## src/rtl/cix32_pkg.sv

```systemverilog
// cix32_pkg: arbiter state encoding, bus-owner codes and shared constants
package cix32_pkg;
  typedef enum logic [1:0] {IDLE, I_BUSY, D_BUSY, RESP} arb_state_t;
  localparam logic [1:0] OWN_NONE = 2'd0;
  localparam logic [1:0] OWN_I = 2'd1;
  localparam logic [1:0] OWN_D = 2'd2;
  localparam logic [31:0] ERR_RDATA = 32'hFFFF_FFFF;
  function automatic logic [1:0] state_owner(arb_state_t s);
    return s == I_BUSY ? OWN_I : s == D_BUSY ? OWN_D : OWN_NONE;
  endfunction
endpackage

```

## src/rtl/cix32_mem_arbiter_if.sv

```systemverilog
// cix32_mem_arbiter_if: fetch port, data port and shared memory bus of the arbiter
interface cix32_mem_arbiter_if;
  logic        imem_req;
  logic [31:0] imem_addr;
  logic [31:0] imem_rdata;
  logic        imem_ready;
  logic        dmem_req;
  logic        dmem_we;
  logic [31:0] dmem_addr;
  logic [31:0] dmem_wdata;
  logic [3:0]  dmem_wstrb;
  logic [31:0] dmem_rdata;
  logic        dmem_ready;
  logic        mem_req;
  logic        mem_we;
  logic [31:0] mem_addr;
  logic [31:0] mem_wdata;
  logic [3:0]  mem_wstrb;
  logic [31:0] mem_rdata;
  logic        mem_ack;
  modport slave (
    input  imem_req, imem_addr, dmem_req, dmem_we, dmem_addr, dmem_wdata, dmem_wstrb,
           mem_rdata, mem_ack,
    output imem_rdata, imem_ready, dmem_rdata, dmem_ready,
           mem_req, mem_we, mem_addr, mem_wdata, mem_wstrb
  );
  modport master (
    output imem_req, imem_addr, dmem_req, dmem_we, dmem_addr, dmem_wdata, dmem_wstrb,
           mem_rdata, mem_ack,
    input  imem_rdata, imem_ready, dmem_rdata, dmem_ready,
           mem_req, mem_we, mem_addr, mem_wdata, mem_wstrb
  );
endinterface

```

## src/rtl/cix32_arb_timeout.sv

```systemverilog
// cix32_arb_timeout: counts ack-less bus cycles and flags the one that reaches the limit
module cix32_arb_timeout #(
  parameter int TIMEOUT_CYCLES = 255
) (
  input  logic clk,
  input  logic rst_n,
  input  logic clear,
  input  logic enable,
  output logic expired
);
  localparam int W = $clog2(TIMEOUT_CYCLES + 1);
  localparam logic [W-1:0] LAST = W'(TIMEOUT_CYCLES - 1);
  logic [W-1:0] r_count;
  // restart on each new grant, advance on every waiting cycle
  always_ff @(posedge clk or negedge rst_n)
    if (!rst_n) r_count <= '0;
    else if (clear) r_count <= '0;
    else if (enable) r_count <= r_count + 1'b1;
  assign expired = enable & (r_count == LAST);
endmodule

```

## src/rtl/cix32_mem_arbiter.sv

```systemverilog
// cix32_mem_arbiter: shares one memory bus between the fetch and data ports
module cix32_mem_arbiter
  import cix32_pkg::*;
#(
  parameter int MAX_D_STREAK = 4,
  parameter int TIMEOUT_CYCLES = 255
) (
  input  logic              clk,
  input  logic              rst_n,
  cix32_mem_arbiter_if.slave bus,
  output logic [1:0]        owner,
  output logic              bus_err
);
  localparam int SW = $clog2(MAX_D_STREAK + 1);
  localparam logic [SW-1:0] STREAK_MAX = SW'(MAX_D_STREAK);
  arb_state_t r_state, w_state;
  logic [1:0] r_owner, w_owner;
  logic [SW-1:0] r_streak, w_streak;
  logic r_mem_req, w_mem_req, r_mem_we, w_mem_we;
  logic [31:0] r_mem_addr, w_mem_addr, r_mem_wdata, w_mem_wdata;
  logic [3:0] r_mem_wstrb, w_mem_wstrb;
  logic [31:0] r_imem_rdata, w_imem_rdata, r_dmem_rdata, w_dmem_rdata;
  logic r_imem_ready, w_imem_ready, r_dmem_ready, w_dmem_ready, r_bus_err, w_bus_err;
  logic w_busy, w_grant_i, w_grant_d, w_ack, w_expired;
  logic [31:0] w_rdata;
  assign w_busy = (r_state == I_BUSY) | (r_state == D_BUSY);
  assign w_ack = w_busy & bus.mem_ack;
  // fetch only beats a data request once data has had its full streak
  assign w_grant_i = (r_state == IDLE) & bus.imem_req & (~bus.dmem_req | (r_streak == STREAK_MAX));
  assign w_grant_d = (r_state == IDLE) & bus.dmem_req & ~w_grant_i;
  assign w_rdata = ~w_ack ? ERR_RDATA : (r_state == D_BUSY && r_mem_we) ? 32'h0 : bus.mem_rdata;
  cix32_arb_timeout #(.TIMEOUT_CYCLES(TIMEOUT_CYCLES)) u_timeout (
    .clk(clk),
    .rst_n(rst_n),
    .clear(w_grant_i | w_grant_d),
    .enable(w_busy & ~bus.mem_ack),
    .expired(w_expired)
  );
  // next state and next value of every registered output
  always_comb begin
    w_state = r_state;
    w_owner = r_owner;
    w_streak = r_streak;
    w_mem_req = r_mem_req;
    w_mem_we = r_mem_we;
    w_mem_addr = r_mem_addr;
    w_mem_wdata = r_mem_wdata;
    w_mem_wstrb = r_mem_wstrb;
    w_imem_rdata = r_imem_rdata;
    w_dmem_rdata = r_dmem_rdata;
    w_imem_ready = 1'b0;
    w_dmem_ready = 1'b0;
    w_bus_err = 1'b0;
    unique case (r_state)
      IDLE: if (w_grant_i | w_grant_d) begin
        w_state = w_grant_i ? I_BUSY : D_BUSY;
        w_owner = state_owner(w_state);
        w_streak = (w_grant_d & bus.imem_req) ? r_streak + (r_streak != STREAK_MAX) : '0;
        w_mem_req = 1'b1;
        w_mem_we = w_grant_d & bus.dmem_we;
        w_mem_addr = w_grant_i ? bus.imem_addr : bus.dmem_addr;
        w_mem_wdata = w_grant_i ? 32'h0 : bus.dmem_wdata;
        w_mem_wstrb = w_grant_i ? 4'h0 : bus.dmem_wstrb;
      end
      I_BUSY, D_BUSY: if (w_ack | w_expired) begin
        w_state = RESP;
        w_mem_req = 1'b0;
        w_bus_err = w_expired;
        w_imem_ready = r_state == I_BUSY;
        w_dmem_ready = r_state == D_BUSY;
        w_imem_rdata = r_state == I_BUSY ? w_rdata : r_imem_rdata;
        w_dmem_rdata = r_state == D_BUSY ? w_rdata : r_dmem_rdata;
      end
      default: begin
        w_state = IDLE;
        w_owner = OWN_NONE;
      end
    endcase
  end
  // state and output registers; reset kills any transaction in flight
  always_ff @(posedge clk or negedge rst_n) begin
    if (!rst_n) begin
      r_state <= IDLE;
      r_owner <= OWN_NONE;
      r_streak <= '0;
      r_mem_req <= 1'b0;
      r_mem_we <= 1'b0;
      r_mem_addr <= 32'h0;
      r_mem_wdata <= 32'h0;
      r_mem_wstrb <= 4'h0;
      r_imem_rdata <= 32'h0;
      r_dmem_rdata <= 32'h0;
      r_imem_ready <= 1'b0;
      r_dmem_ready <= 1'b0;
      r_bus_err <= 1'b0;
    end else begin
      r_state <= w_state;
      r_owner <= w_owner;
      r_streak <= w_streak;
      r_mem_req <= w_mem_req;
      r_mem_we <= w_mem_we;
      r_mem_addr <= w_mem_addr;
      r_mem_wdata <= w_mem_wdata;
      r_mem_wstrb <= w_mem_wstrb;
      r_imem_rdata <= w_imem_rdata;
      r_dmem_rdata <= w_dmem_rdata;
      r_imem_ready <= w_imem_ready;
      r_dmem_ready <= w_dmem_ready;
      r_bus_err <= w_bus_err;
    end
  end
  assign bus.mem_req = r_mem_req;
  assign bus.mem_we = r_mem_we;
  assign bus.mem_addr = r_mem_addr;
  assign bus.mem_wdata = r_mem_wdata;
  assign bus.mem_wstrb = r_mem_wstrb;
  assign bus.imem_rdata = r_imem_rdata;
  assign bus.imem_ready = r_imem_ready;
  assign bus.dmem_rdata = r_dmem_rdata;
  assign bus.dmem_ready = r_dmem_ready;
  assign owner = r_owner;
  assign bus_err = r_bus_err;
endmodule

```

## src/flat_wrapper.sv

```systemverilog
// flat-port wrapper written by rule: the top's interface ports become plain ports
module cix32_mem_arbiter_flat import cix32_pkg::*;
#(
  parameter int MAX_D_STREAK = 4,
  parameter int TIMEOUT_CYCLES = 255
)
  (clk, rst_n, owner, bus_err, bus_imem_req, bus_imem_addr, bus_dmem_req, bus_dmem_we, bus_dmem_addr, bus_dmem_wdata, bus_dmem_wstrb, bus_mem_rdata, bus_mem_ack, bus_imem_rdata, bus_imem_ready, bus_dmem_rdata, bus_dmem_ready, bus_mem_req, bus_mem_we, bus_mem_addr, bus_mem_wdata, bus_mem_wstrb);
  cix32_mem_arbiter_if bus_i ();
  input  logic clk;
  input  logic rst_n;
  output logic [1:0] owner;
  output logic bus_err;
  input wire logic [$bits(bus_i.imem_req)-1:0] bus_imem_req;
  input wire logic [$bits(bus_i.imem_addr)-1:0] bus_imem_addr;
  input wire logic [$bits(bus_i.dmem_req)-1:0] bus_dmem_req;
  input wire logic [$bits(bus_i.dmem_we)-1:0] bus_dmem_we;
  input wire logic [$bits(bus_i.dmem_addr)-1:0] bus_dmem_addr;
  input wire logic [$bits(bus_i.dmem_wdata)-1:0] bus_dmem_wdata;
  input wire logic [$bits(bus_i.dmem_wstrb)-1:0] bus_dmem_wstrb;
  input wire logic [$bits(bus_i.mem_rdata)-1:0] bus_mem_rdata;
  input wire logic [$bits(bus_i.mem_ack)-1:0] bus_mem_ack;
  output wire logic [$bits(bus_i.imem_rdata)-1:0] bus_imem_rdata;
  output wire logic [$bits(bus_i.imem_ready)-1:0] bus_imem_ready;
  output wire logic [$bits(bus_i.dmem_rdata)-1:0] bus_dmem_rdata;
  output wire logic [$bits(bus_i.dmem_ready)-1:0] bus_dmem_ready;
  output wire logic [$bits(bus_i.mem_req)-1:0] bus_mem_req;
  output wire logic [$bits(bus_i.mem_we)-1:0] bus_mem_we;
  output wire logic [$bits(bus_i.mem_addr)-1:0] bus_mem_addr;
  output wire logic [$bits(bus_i.mem_wdata)-1:0] bus_mem_wdata;
  output wire logic [$bits(bus_i.mem_wstrb)-1:0] bus_mem_wstrb;
  assign bus_i.imem_req = bus_imem_req;
  assign bus_i.imem_addr = bus_imem_addr;
  assign bus_i.dmem_req = bus_dmem_req;
  assign bus_i.dmem_we = bus_dmem_we;
  assign bus_i.dmem_addr = bus_dmem_addr;
  assign bus_i.dmem_wdata = bus_dmem_wdata;
  assign bus_i.dmem_wstrb = bus_dmem_wstrb;
  assign bus_i.mem_rdata = bus_mem_rdata;
  assign bus_i.mem_ack = bus_mem_ack;
  assign bus_imem_rdata = bus_i.imem_rdata;
  assign bus_imem_ready = bus_i.imem_ready;
  assign bus_dmem_rdata = bus_i.dmem_rdata;
  assign bus_dmem_ready = bus_i.dmem_ready;
  assign bus_mem_req = bus_i.mem_req;
  assign bus_mem_we = bus_i.mem_we;
  assign bus_mem_addr = bus_i.mem_addr;
  assign bus_mem_wdata = bus_i.mem_wdata;
  assign bus_mem_wstrb = bus_i.mem_wstrb;
  cix32_mem_arbiter #(.MAX_D_STREAK(MAX_D_STREAK), .TIMEOUT_CYCLES(TIMEOUT_CYCLES)) u_core (.clk(clk), .rst_n(rst_n), .bus(bus_i), .owner(owner), .bus_err(bus_err));
endmodule
```

## config.mk

```make
export PLATFORM = sky130hd
export DESIGN_NAME = cix32_mem_arbiter_flat
export DESIGN_NICKNAME = d
export VERILOG_FILES = /design/src/rtl/cix32_pkg.sv /design/src/rtl/cix32_mem_arbiter_if.sv /design/src/rtl/cix32_arb_timeout.sv /design/src/rtl/cix32_mem_arbiter.sv /design/src/flat_wrapper.sv
export SDC_FILE = /design/constraint.sdc
export NUM_CORES = 1
export LEC_CHECK = 0
export ABC_AREA = 1
export CAP_MARGIN = 20
export CORE_MARGIN = 1
export CORE_UTILIZATION = 40
export DETAILED_ROUTE_END_ITERATION = 6
export GPL_TIMING_DRIVEN = 0
export PLACE_DENSITY = 0.76
export SLEW_MARGIN = 5
export SYNTH_ARGS = -nofsm -noshare
export SYNTH_HDL_FRONTEND = slang
export SYNTH_SLANG_ARGS = --single-unit
```

## constraint.sdc

```tcl
create_clock -name clk -period 2.4 [get_ports clk]
set_clock_uncertainty 0.2 [all_clocks]
set_input_delay 0.24 -clock clk [delete_from_list [all_inputs] [get_ports clk]]
set_output_delay 0.24 -clock clk [all_outputs]
set_load 0.02 [all_outputs]
```

### Word-level counts from Yosys, hierarchy flattened

Index checks and enable logic that the tools add are counted.

* flip-flop bits (word level): 152
* bits of input ports: 138
* output and inout port bits: 139
* word-level logic and storage cells: 78

* add/sub/neg operators: 2
* equal/unequal tests: 9
* multiplexer cells: 25
* bitwise logic cells: 17
* reductions and logical operators: 11

Operators with widths (number)
* 2-to-1 mux 32 bit: 4
* 2-to-1 mux 8 bit: 2
* 2-to-1 mux 2 bit: 6
* AND 1 bit: 9
* AND reduction 3 bit: 3
* adder 8 x 1 -> 8 bit (second input constant): 1
* equality test 8 bit (second input constant): 1
* 2-to-1 mux 1 bit: 8
* case mux 2 bit (2 select lines): 2
* AND reduction 2 bit: 3
* equality test 2 x 1 -> 1 bit (second input constant): 2
* equality test 2 bit (second input constant): 2
* 2-to-1 mux 4 bit: 1
* inverter 1 bit: 4
* bitwise OR 1 bit: 4
* nonzero test 2 bit: 2
* adder 3 x 1 -> 3 bit: 1
* equality test 3 bit (second input constant): 1
* 2-to-1 mux 3 bit: 1
* inequality test 3 bit (second input constant): 1
* zero test 2 bit: 1
* inequality test 2 x 1 -> 1 bit (second input constant): 1
* inequality test 2 bit (second input constant): 1
* case mux 1 bit (2 select lines): 1
* 2 further kinds: 2

### Depth between registers and ports, before layout

* depth after elaboration: 9
* depth in mapped cells: 10
* depth with buffers taken out: 9

### Hierarchy

From an unflattened synthesis, not the netlist that was laid out.

* cell total of the unflattened synthesis: 887
* area, all modules: 7140.6 um^2

Modules (own cells, without submodules)
* cix32_mem_arbiter: instances 1, cells an instance 823, area an instance 6666.4 um^2, sequential area each 3603.5 um^2
* cix32_arb_timeout: instances 1, cells an instance 64, area an instance 474.2 um^2, sequential area each 200.2 um^2

### Worst setup path after synthesis

OpenSTA, ideal clock, no wires.

* path kind: register to register
* from: register u_core.r_state[0]
* to: register u_core.r_imem_rdata[10], in the netlist u_core.bus.imem_rdata[10]
* data arrival time: 1506 ps
* slack: 577 ps
* cell stages (with the launch flop): 11
* buffers on the path: 1
* period minus slack after synthesis: 1823 ps
* path through: dfrtp_1 -> inv_1 -> ha_1 -> nand2_2 -> inv_2 -> nand3_2 -> nand2_2 -> nand2_2 -> buf_2 -> nand2_1 -> nand2_1

* longest elaborated chain between the ends: 6
* elaborated cells between the ends (all ways): 12
* classes of those cells: 2 x eq/ne; 2 x mux; 5 x bitwise; 3 x reduce/logical

RTL lines
* start, declared: RTL line cix32_mem_arbiter.sv:16 `arb_state_t r_state, w_state;`
* start signal, assigned: RTL line cix32_mem_arbiter.sv:97 `r_state <= w_state;`
* equality test 2 x 1 -> 1 bit / equality test 2 bit (equally long branches)
* bitwise OR 1 bit: RTL line cix32_mem_arbiter.sv:26 `assign w_busy = (r_state == I_BUSY) | (r_state == D_BUSY);`
* AND 1 bit: RTL line cix32_mem_arbiter.sv:36 `.enable(w_busy & ~bus.mem_ack),`
* AND 1 bit: RTL line cix32_arb_timeout.sv:19 `assign expired = enable & (r_count == LAST);`
* bitwise OR 1 bit: RTL line cix32_mem_arbiter.sv:65 `I_BUSY, D_BUSY: if (w_ack | w_expired) begin`
* AND reduction 3 bit (no line)
* end signal, assigned: RTL line cix32_mem_arbiter.sv:105 `r_imem_rdata <= w_imem_rdata;`
* end, declared: RTL line cix32_mem_arbiter.sv:22 `logic [31:0] r_imem_rdata, w_imem_rdata, r_dmem_rdata, w_dmem_rdata;`

Parallel ways exist; a longest one is shown, timed or not.
A chain may end at the register's enable or synchronous reset.

### Worst setup path after layout

* from: register u_core.r_state[0]
* to: register u_core.r_mem_addr[23], in the netlist u_core.bus.mem_addr[23]

* longest elaborated chain between the ends: 7
* elaborated cells between the ends (all ways): 9
* classes of those cells: 1 x mux; 6 x bitwise; 2 x reduce/logical

RTL lines
* zero test 2 bit *: RTL line cix32_mem_arbiter.sv:29, cix32_mem_arbiter.sv:30, cix32_mem_arbiter.sv:54
* AND 1 bit (2 in a row): RTL line cix32_mem_arbiter.sv:29 `assign w_grant_i = (r_state == IDLE) & bus.imem_req & (~bus.dmem_req | (r_streak == STREAK_MAX));`
* inverter 1 bit: RTL line cix32_mem_arbiter.sv:30 `assign w_grant_d = (r_state == IDLE) & bus.dmem_req & ~w_grant_i;`
* AND 1 bit: RTL line cix32_mem_arbiter.sv:30
* bitwise OR 1 bit: RTL line cix32_mem_arbiter.sv:55 `IDLE: if (w_grant_i | w_grant_d) begin`
* AND reduction 2 bit (no line)
* end signal, assigned: RTL line cix32_mem_arbiter.sv:102 `r_mem_addr <= w_mem_addr;`
* end, declared: RTL line cix32_mem_arbiter.sv:20 `logic [31:0] r_mem_addr, w_mem_addr, r_mem_wdata, w_mem_wdata;`

Mark *: on every way between the ends. The rest lies on a longest branch, timed or not.

==> results.sh <==
export IMPL_critPathLaunchType="flip-flop"
export IMPL_grt_pass1_wl_mm=34.1
export IMPL_antenna_cells=0
export IMPL_syn2layout_area_growth_pct=54.2
export IMPL_dp_slack_ps=229
export IMPL_finalHoldViolations=0
export IMPL_layout_drive_gt1_share_pct=8.19
export IMPL_rr_worst_depth=8
export IMPL_antenna_found_initial=0
export IMPL_drt_wl_total_mm=21.1
export IMPL_gr_total_overflow=0
export IMPL_ys_seq_elements=152
export IMPL_htreeDepth=4
export IMPL_cts_sinks=152
export IMPL_yosysTopAreaCell="dfrtp_1"
export IMPL_syn_num_nets=960
export IMPL_cts_setup_buffers=0
export IMPL_placed_cells=1311
export IMPL_final_cells=1344
export IMPL_r2r_end="u_core.bus.mem_addr[23]"
export IMPL_portBuffers=276
export IMPL_syn_inst=814
export IMPL_synth_top_area_share_pct=55.7
export IMPL_mostFrequentLayoutCells="332 x nand2_1, 275 x clkdlybuf4s50_1, 152 x dfrtp_1, 140 x nand3_1, 39 x buf_2"
export IMPL_nNetsFinal=1257
export IMPL_io_pins=277
export IMPL_viasPerCell=4.97
export IMPL_setup_ws_ps=240
export IMPL_p_per_area_nw_per_um2=1430
export IMPL_coreArea_um2=16600
export IMPL_finalPower_mw=15.0
export IMPL_tns_ps=0
export IMPL_ys_warn_count=0
export IMPL_fmax_mhz=463
export IMPL_place_hpwl_mm=15.8
export IMPL_die_area_um2=17600
export IMPL_maxCapViolCount=0
export IMPL_drt_first_pass_iters=5
export IMPL_whs_ps=130
export IMPL_cp_required_ps=2480
export IMPL_timing_rr_start="u_core.r_state[0]"
export IMPL_cts_tree="done"
export IMPL_cts_root_buf="clkbuf_16"
export IMPL_cp_max_fo=10
export IMPL_slew_headroom_pct=64.5
export IMPL_grt_pass1_vias=6636
export IMPL_fp_row_count=47
export IMPL_min_path_type="input port to async pin"
export IMPL_antenna_left=0
export IMPL_clk_path_buf_depth=2
export IMPL_layout_commonest_cell="nand2_1"
export IMPL_die_w_um=133
export IMPL_r2r_slack_ps=240
export IMPL_grt_total_usage_pct=24.8
export IMPL_ir_drop_v=0.000596
export IMPL_first_iter_violations=343
export IMPL_gp_congestion=0.856
export IMPL_yosysSeqAreaShare_pct=55.7
export IMPL_ys_types=26
export IMPL_wl_per_cell_um=15.7
export IMPL_netlist_top_cells_area="dfrtp_1 56%, nand2_1 18%, nand3_1 10%, a31oi_1 2.9%, buf_2 2.9%"
export IMPL_syn_area_um2=6830
export IMPL_period_share_pct=90.0
export IMPL_insertion_delay_ps=420
export IMPL_outcome="completed"
export IMPL_remaining_drc_errors=0
export IMPL_rsz0062_at_grt="false"
export IMPL_post_cts_resized=0
export IMPL_ctsHoldBuffers=1
export IMPL_crit_arrival_ps=2240
export IMPL_path_class="flip-flop to flip-flop"
export IMPL_finalSetupViolations=0
export IMPL_endpoint_kind="flip-flop"
export IMPL_fin_crit_ps=2160
export IMPL_grt_start_max_net_pins=97
export IMPL_start_util_pct=41.0
export IMPL_leakage_nw=4.99
export IMPL_syn_area_per_cell_um2=8.38
export IMPL_endpoint="u_core.bus.mem_addr[23]"
export IMPL_crit_start="u_core.r_state[0]"
export IMPL_tightest_slew_ps=533
export IMPL_path_clk_slew_ps=60
export IMPL_die_h_um=133
export IMPL_slew_viol_final=0
export IMPL_dr_total_vias=6676
export IMPL_cts_made_buffers=17
==> where the power goes <==
part | switching (mW) | leakage (nW) | total, mW | internal (mW)
Clock | 1.16 | 0.292 | 2.83 | 1.67
Sequential | 0.697 | 1.86 | 4.47 | 3.78
Combinational | 4.40 | 2.84 | 7.72 | 3.32
Total | 6.26 | 4.99 | 15.0 | 8.76
==> how the worst min path moves through the flow <==
stage                              start                         to  slack, ps  cells after the start
2_1_floorplan                      rst_n   u_core.bus.dmem_rdata[0]       -260                      0
3_3_place_gp   u_core.bus.imem_rdata[11]  u_core.bus.imem_rdata[11]        250                      2
3_5_place_dp                       rst_n      u_core.bus.dmem_ready         -7                      1
4_1_cts                            rst_n      u_core.bus.dmem_ready        150                      2
5_1_grt                bus_dmem_wstrb[3]    u_core.bus.mem_wstrb[3]        160                      3
6_report                           rst_n  u_core.bus.dmem_rdata[22]        130                      2
==> metrics by stage <==
stage / instance area [µm²] / util, %
6_report: 10500 / 63.2
5_1_grt: 10500 / 63.2
3_3_place_gp: 9860 / 59.3
3_5_place_dp: 9900 / 59.5
2_1_floorplan: 6830 / -
4_1_cts: 10500 / 63.2
==> critical path: stages (launching register included) <==
cell and delay, ps:
dfrtp_1 420, inv_1 100, ha_1 240, nand2_1 150
inv_2 190, nand2_1 280, buf_2 290, nand2_1 90
a31oi_1 70
==> layer usage <==
metal / track usage, % / up-vias / part of all wire (%)
met5: 0 / - / 0
met4: 9.26 / 0 / 2.0
met3: 7.01 / 31 / 7.5
met2: 43.1 / 260 / 51
met1: 29.2 / 3140 / 40
li1: - / 3245 / -
==> sequential cells by signal, indices dropped and copies added, names as in the netlist <==
signal                    flops
u_core.bus.mem_wstrb          4
u_core.bus.mem_addr          32
u_core.bus.mem_we             1
u_core.bus.imem_rdata        32
u_core.bus.imem_ready         1
u_core.bus_err                1
u_core.owner                  2
u_core.bus.dmem_rdata        32
u_core.bus.dmem_ready         1
u_core.u_timeout.r_count      8
u_core.bus.mem_req            1
u_core.r_state                2
u_core.r_streak               3
u_core.bus.mem_wdata         32
==> cell usage after synthesis, drive strengths merged <==
cell type  instances
a21oi              5
a31oi             32
buf               51
clkbuf             3
dfrtp            152
ha                 8
inv               24
nand2            337
nand3            141
nand4              6
nor2              39
nor4               1
o21ai             11
o31ai              2
xnor2              1
xor2               1
==> area by class of cell <==
class                      count  area, µm²
clock buffer                  18        429
clock inverter                14        188
inverter                      24       90.1
timing repair buffer         278       2810
tap                          220        275
buffer                        54        335
sequential                   152       3800
multi-input combinational    584       2600
fill                        1457       6120
==> cell families after synthesis <==
family          after synthesis  synth area share [%]
simple gates                524                  32.0
flops                       152                  55.7
buf+inv                      78                  6.23
compound gates               50                  4.33
fa+ha+maj                     8                  1.47
xor+xnor                      2                 0.257
Note: power is estimated with default switching activity, not from simulation.
==> patch 1 (config.mk and constraints unchanged) <==
Register the output `bus_err` once more, without a reset; this adds one clock of latency there. The other outputs are not delayed to match.
--- a/src/rtl/cix32_mem_arbiter.sv
+++ b/src/rtl/cix32_mem_arbiter.sv
@@ -120,5 +120,7 @@
   assign bus.dmem_ready = r_dmem_ready;
   assign owner = r_owner;
-  assign bus_err = r_bus_err;
+  always_ff @(posedge clk) begin
+    bus_err <= r_bus_err;
+  end
 endmodule
 
Function: no difference found for any inputs over 4 cycles, from zero or initial values and one cycle with rst_n low; that may be too few to reach the edited logic, so the function may still have changed.
==> patch 1 against the unedited design <==
Count of clock-buffer cells in the layout stayed put; routed wire length is 0.38% lower; final area is 0.31% higher; sequential cell count is 1 higher; worst setup slack better by 4.2 ps; total power is 0.24% higher; cell count is 0.15% higher; core utilization is 0.20 points higher; area after synthesis is 0.29% higher; critical endpoint is now u_core.bus.imem_rdata[19]; highest routed layer unchanged.
==> patch 1: results (changes against the unedited design) <==
yosys:
  synth.distinct_cells: 27  # +3.8%
  yosys-top-cells-area: "dfrtp_1 (56%), nand2_1 (18%), nand3_1 (10%)"
  synth_nets: 961  # +0.10%
  syn_area_per_cell_sq_um: 8.40  # +0.17%
  ys_warn_count: 0  # unchanged
  synthArstFlopShare: 0.993  # -0.00654
  ys.flop_type: "dfrtp_1"
  yosysSeqAreaShare: 0.559  # +0.00129
placed_design:
  hpwl_um: 15800  # -0.18%
  place_inst: 1312  # +0.076%
  globalplace.congestion: 0.856  # about the same
  place_worst_setup_slack_ps: 195  # -33.7 ps
hold_path:
  min_path_type: "flop to flop"
global_routing:
  grt_max_degree: 86  # -11%
  antenna_found_initial: 1  # +1
  grt_first_pass_wirelength_um: 33800  # -0.83%
  grt_pass1_vias: 6525  # -1.7%
  grt_usage: 0.248  # about the same
route:
  dr_total_vias: 6656  # -0.30%
  vias_per_cell: 4.95  # -0.45%
  drt_iter0_markers: 406  # +18%
  wl_per_cell_um: 15.6  # -0.53%
  firstDrtPassIters: 5  # unchanged
outcome:
  status: "complete, no violations"
clocking:
  cts_root_buf: "clkbuf_16"
  htreeDepth: 4  # unchanged
  clk_latency_ps: 420  # about the same
  clockBufferDepth: 2  # unchanged
  cts_setup_buffers: 0  # unchanged
  numCtsBuffers: 17  # unchanged
layout:
  drive_above_1_share: 0.0827  # +0.000816
  n_fill_cell: 1432  # -1.7%
timing:
  clock.fmax_mhz: 464  # +0.19%
  slew_headroom: 0.579  # -0.0657
worst_setup_path:
  crit_family: "simple AND/OR/NAND/NOR gates"
  cp_slowest_cell: "dfrtp_1"
  critPathMaxStageDelay_ps: 400  # -20 ps
  cp_data_arrival_time_ps: 2260  # +20 ps
  critPathMaxFanout: 10  # unchanged
pwr:
  vdd_drop_max_uv: 726  # +22%
  leakage_nw: 5.00  # +0.19%
  p_sw_frac: 0.412  # -0.00494
patch 1: cell types whose count changed in the layout (fill, tap and decap cells not counted), sizes merged:
cell	change
dfxtp	+1
clkinv	+2
bufinv	+1
diode	+1
inv	-4
clkinvlp	+1
patch 1: logic make-up after synthesis:
group	after synthesis	share of synthesized area
buffers and inverters	78	0.0621
AND/OR/NAND/NOR	524	0.319
AO/OA/AOI/OAI	50	0.0431
XOR/XNOR	2	0.00256
adder cells (fa/ha/maj)	8	0.0146
flip-flops	153	0.559
patch 1: repair_timing:
| action | CTS | global route |
|---|---|---|
| endpoints found under the hold margin | 84 | 0 |
| hold buffers | 1 | 0 |
| setup endpoints to repair | 0 | 1 |
| resized for setup | 0 | 1 |
patch 1: final timing paths:
| path | startpoint | to | cells past startpoint |
|---|---|---|---|
| worst min-delay path | u_core.r_bus_err | u_core.bus_err | 0 |
| worst min register to register | u_core.r_bus_err | u_core.bus_err | 0 |
| worst max-delay path | u_core.r_state[0] | u_core.bus.imem_rdata[19] | 10 |
| max in group asynchronous | rst_n | u_core.bus.mem_wdata[23] | 3 |
| worst max register to register | u_core.r_state[0] | u_core.bus.imem_rdata[19] | 10 |
| min in group asynchronous | rst_n | u_core.bus.dmem_rdata[29] | 2 |
patch 1: per-layer routing:
metal / vias to the layer above / global-route usage / wire (um) / part of all wire
met1: 3112 / 0.293 / 8410 / 0.40
met2: 259 / 0.415 / 10300 / 0.49
met5: - / 0 / 0 / 0
met3: 40 / 0.0747 / 1560 / 0.074
met4: 0 / 0.116 / 720 / 0.034
li1: 3245 / - / - / -
patch 1: power groups by stage:
stage | sequential, mW | clock, mW | combinational (mW)
after CTS | 4.48 | 2.90 | 7.79
final | 4.49 | 2.85 | 7.72
after global routing | 4.63 | 3.02 | 8.36
after detailed placement | 4.51 | 0 | 7.75
after floorplan | 5.84 | 0 | 2.81
after global placement | 4.49 | 0 | 7.64
patch 1: area by class of cell:
class | count | area share
multi-input combinational | 584 | 0.246
timing repair buffer | 278 | 0.266
antenna | 1 | 0.000237
sequential | 153 | 0.362
inverter | 24 | 0.00853
clock inverter | 14 | 0.0185
clock buffer | 18 | 0.0407
tap | 220 | 0.0261
buffer | 54 | 0.0318
patch 1: through the flow:
step | instance area, sq um | setup TNS (ps) | total power [mW] | hold slack, ps
floorplan | 6850 | 0 | 8.65 | -256
global placement | 9880 | -813950 | 12.1 | 130
finish | 10600 | 0 | 15.1 | 148
CTS | 10600 | 0 | 15.2 | 144
detailed placement | 9920 | 0 | 12.3 | 87.1
global route | 10600 | 0 | 16.0 | 154
==> patch 2 (same flow settings) <==
Made on the original files. `MAX_D_STREAK` is set to 4 in 2 places; all go to 8.
--- a/src/rtl/cix32_mem_arbiter.sv
+++ b/src/rtl/cix32_mem_arbiter.sv
@@ -3,5 +3,5 @@
   import cix32_pkg::*;
 #(
-  parameter int MAX_D_STREAK = 4,
+  parameter int MAX_D_STREAK = 8,
   parameter int TIMEOUT_CYCLES = 255
 ) (
--- a/src/flat_wrapper.sv
+++ b/src/flat_wrapper.sv
@@ -2,5 +2,5 @@
 module cix32_mem_arbiter_flat import cix32_pkg::*;
 #(
-  parameter int MAX_D_STREAK = 4,
+  parameter int MAX_D_STREAK = 8,
   parameter int TIMEOUT_CYCLES = 255
 )
Function: same outputs for any inputs over 4 cycles, from zero or initial values and one cycle with rst_n low; that may be too few to reach the edited logic, so the function may still have changed.
==> patch 2 against the unedited design <==
Sequential power is 0.9% lower; cell count is 7.5% lower; routed wire length is 7.7% lower; sequential cell count is 1 higher; worst setup slack worse by 8.0 ps; total power is 7.2% lower; area after synthesis is 5.3% lower; final area is 3.9% lower; critical path type unchanged; largest power group unchanged.
==> patch 2: results (changes against the unedited design) <==
outcome:
  status: "complete, no violations"
yosys:
  synth_compound_area_frac: 0.0892  # +0.0460
  synth_nets: 864  # -10%
  yosysSeqAreaShare: 0.592  # +0.0349
  synthArstFlopShare: 1.00  # unchanged
  synth.area.mux_share: 0  # unchanged
  yosys-top-cells-area: "dfrtp_1 (59%), nand2_1 (14%), nand3_1 (8.6%)"
  synth.distinct_cells: 25  # -3.8%
  yosys.area.top_type: "dfrtp_1"
  synth_xor_area_frac: 0.00271  # +0.000143
  ys.flop_type: "dfrtp_1"
  yosys-top-cells-count: "nand2_1 (233), dfrtp_1 (153), nand3_1 (111)"
  yosys.area_share.adder: 0.0174  # +0.00275
global_routing:
  grtUsageMet2: 0.420  # -0.0107
  grt_max_degree: 80  # -18%
  grt_first_pass_wirelength_um: 31100  # -8.6%
  grt_use_met1: 0.280  # -0.0123
  grt_pass1_vias: 6087  # -8.3%
  grt_usage: 0.244  # -0.00401
  use_met3: 0.0826  # +0.0125
  antenna_found_initial: 0  # unchanged
placed_design:
  place.port_buffers: 276  # unchanged
  place_worst_setup_slack_ps: 107  # -122 ps
  globalplace.congestion: 0.807  # -5.7%
  hpwl_um: 14600  # -7.9%
clocking:
  clk_pin_slew_ps: 60  # about the same
  htreeDepth: 4  # unchanged
  clockBufferDepth: 2  # unchanged
layout:
  drive_above_1_share: 0.0643  # -0.0176
  n_antenna_cell: 0  # unchanged
  num-nets-final: 1161  # -7.6%
pwr:
  power_frac_clock: 0.186  # -0.002
  vdd_drop_max_uv: 822  # +38%
  p_sw_mw: 5.60  # -11%
  leakage_nw: 4.65  # -6.8%
  comb-power_mw: 6.92  # -10%
  p_per_area_nw_per_um2: 1380  # -3.5%
route:
  wl_met1_um: 7600  # -9.6%
  vias_per_cell: 4.97  # +0.14%
  wl_met2_um: 9580  # -10%
  wl_um: 19500  # -7.7%
  met3_length_um: 1870  # +17%
  drt_iter0_markers: 361  # +5.2%
timing:
  worstMarginPinSlew_ps: 573  # +40.5 ps
worst_setup_path:
  critPathMaxFanout: 10  # unchanged
  cp_data_arrival_time_ps: 2280  # +40 ps
hold_path:
  min_path_type: "input pin to async pin"
flow_run:
  cap_violations: 0  # unchanged
## patch 2: cell types whose count changed after synthesis, moves of 14 or more
| cell | change |
|---|---|
| nand2_1 | -99 |
| a21oi_1 | +32 |
| clkbuf_1 | +14 |
| nor2_1 | -25 |
| nand3_1 | -29 |
| o21ai_1 | +63 |
| a31oi_1 | -32 |
| buf_2 | -27 |
## patch 2: worst paths after layout
path	from	to	slack (ps)	depth (start not counted)
max in group asynchronous	rst_n	u_core.bus.mem_addr[28]	1050	3
hold / removal	rst_n	u_core.bus.imem_rdata[15]	170	2
hold reg to reg	u_core.bus.mem_wdata[18]	u_core.bus.mem_wdata[18]	280	2
setup / recovery	u_core.r_state[0]	u_core.bus.mem_req	230	9
setup reg to reg	u_core.r_state[0]	u_core.bus.mem_req	230	9
min in group clk	bus_dmem_wdata[5]	u_core.bus.mem_wdata[5]	170	3
## patch 2: repair_timing
item,CTS,global route
endpoints found under the setup margin,0,25
gates resized for setup,0,1
hold buffers,1,0
hold endpoints to repair,74,0
## patch 2: worst max-delay path, cell delays in order, from the launching register on
cell,delay [ps]
dfrtp_1,390
inv_1,80
ha_1,260
nand2_1,100
inv_2,110
nor2_4,240
buf_2,290
inv_1,160
a21oi_1,170
nor2_1,50
## patch 2: through the flow
stage               cells  area (sq um)  TNS, ps  hold slack, ps   util
floorplan             717          6460        0            -256      -
global placement     1209          9500  -826330             262  0.600
detailed placement   1210          9530        0            41.5  0.602
CTS                  1243         10100        0             152  0.638
global route         1243         10100        0             173  0.639
finish               1243         10100        0             169  0.639
## patch 2: area by class of cell
type,count,area [sq um]
Buffer,45,274
Clock buffer,20,437
Clock inverter,12,128
Fill cell,1282,5720
Inverter,26,97.6
Multi-Input combinational cell,493,2270
Sequential cell,153,3830
Tap cell,216,270
Timing Repair Buffer,278,2810
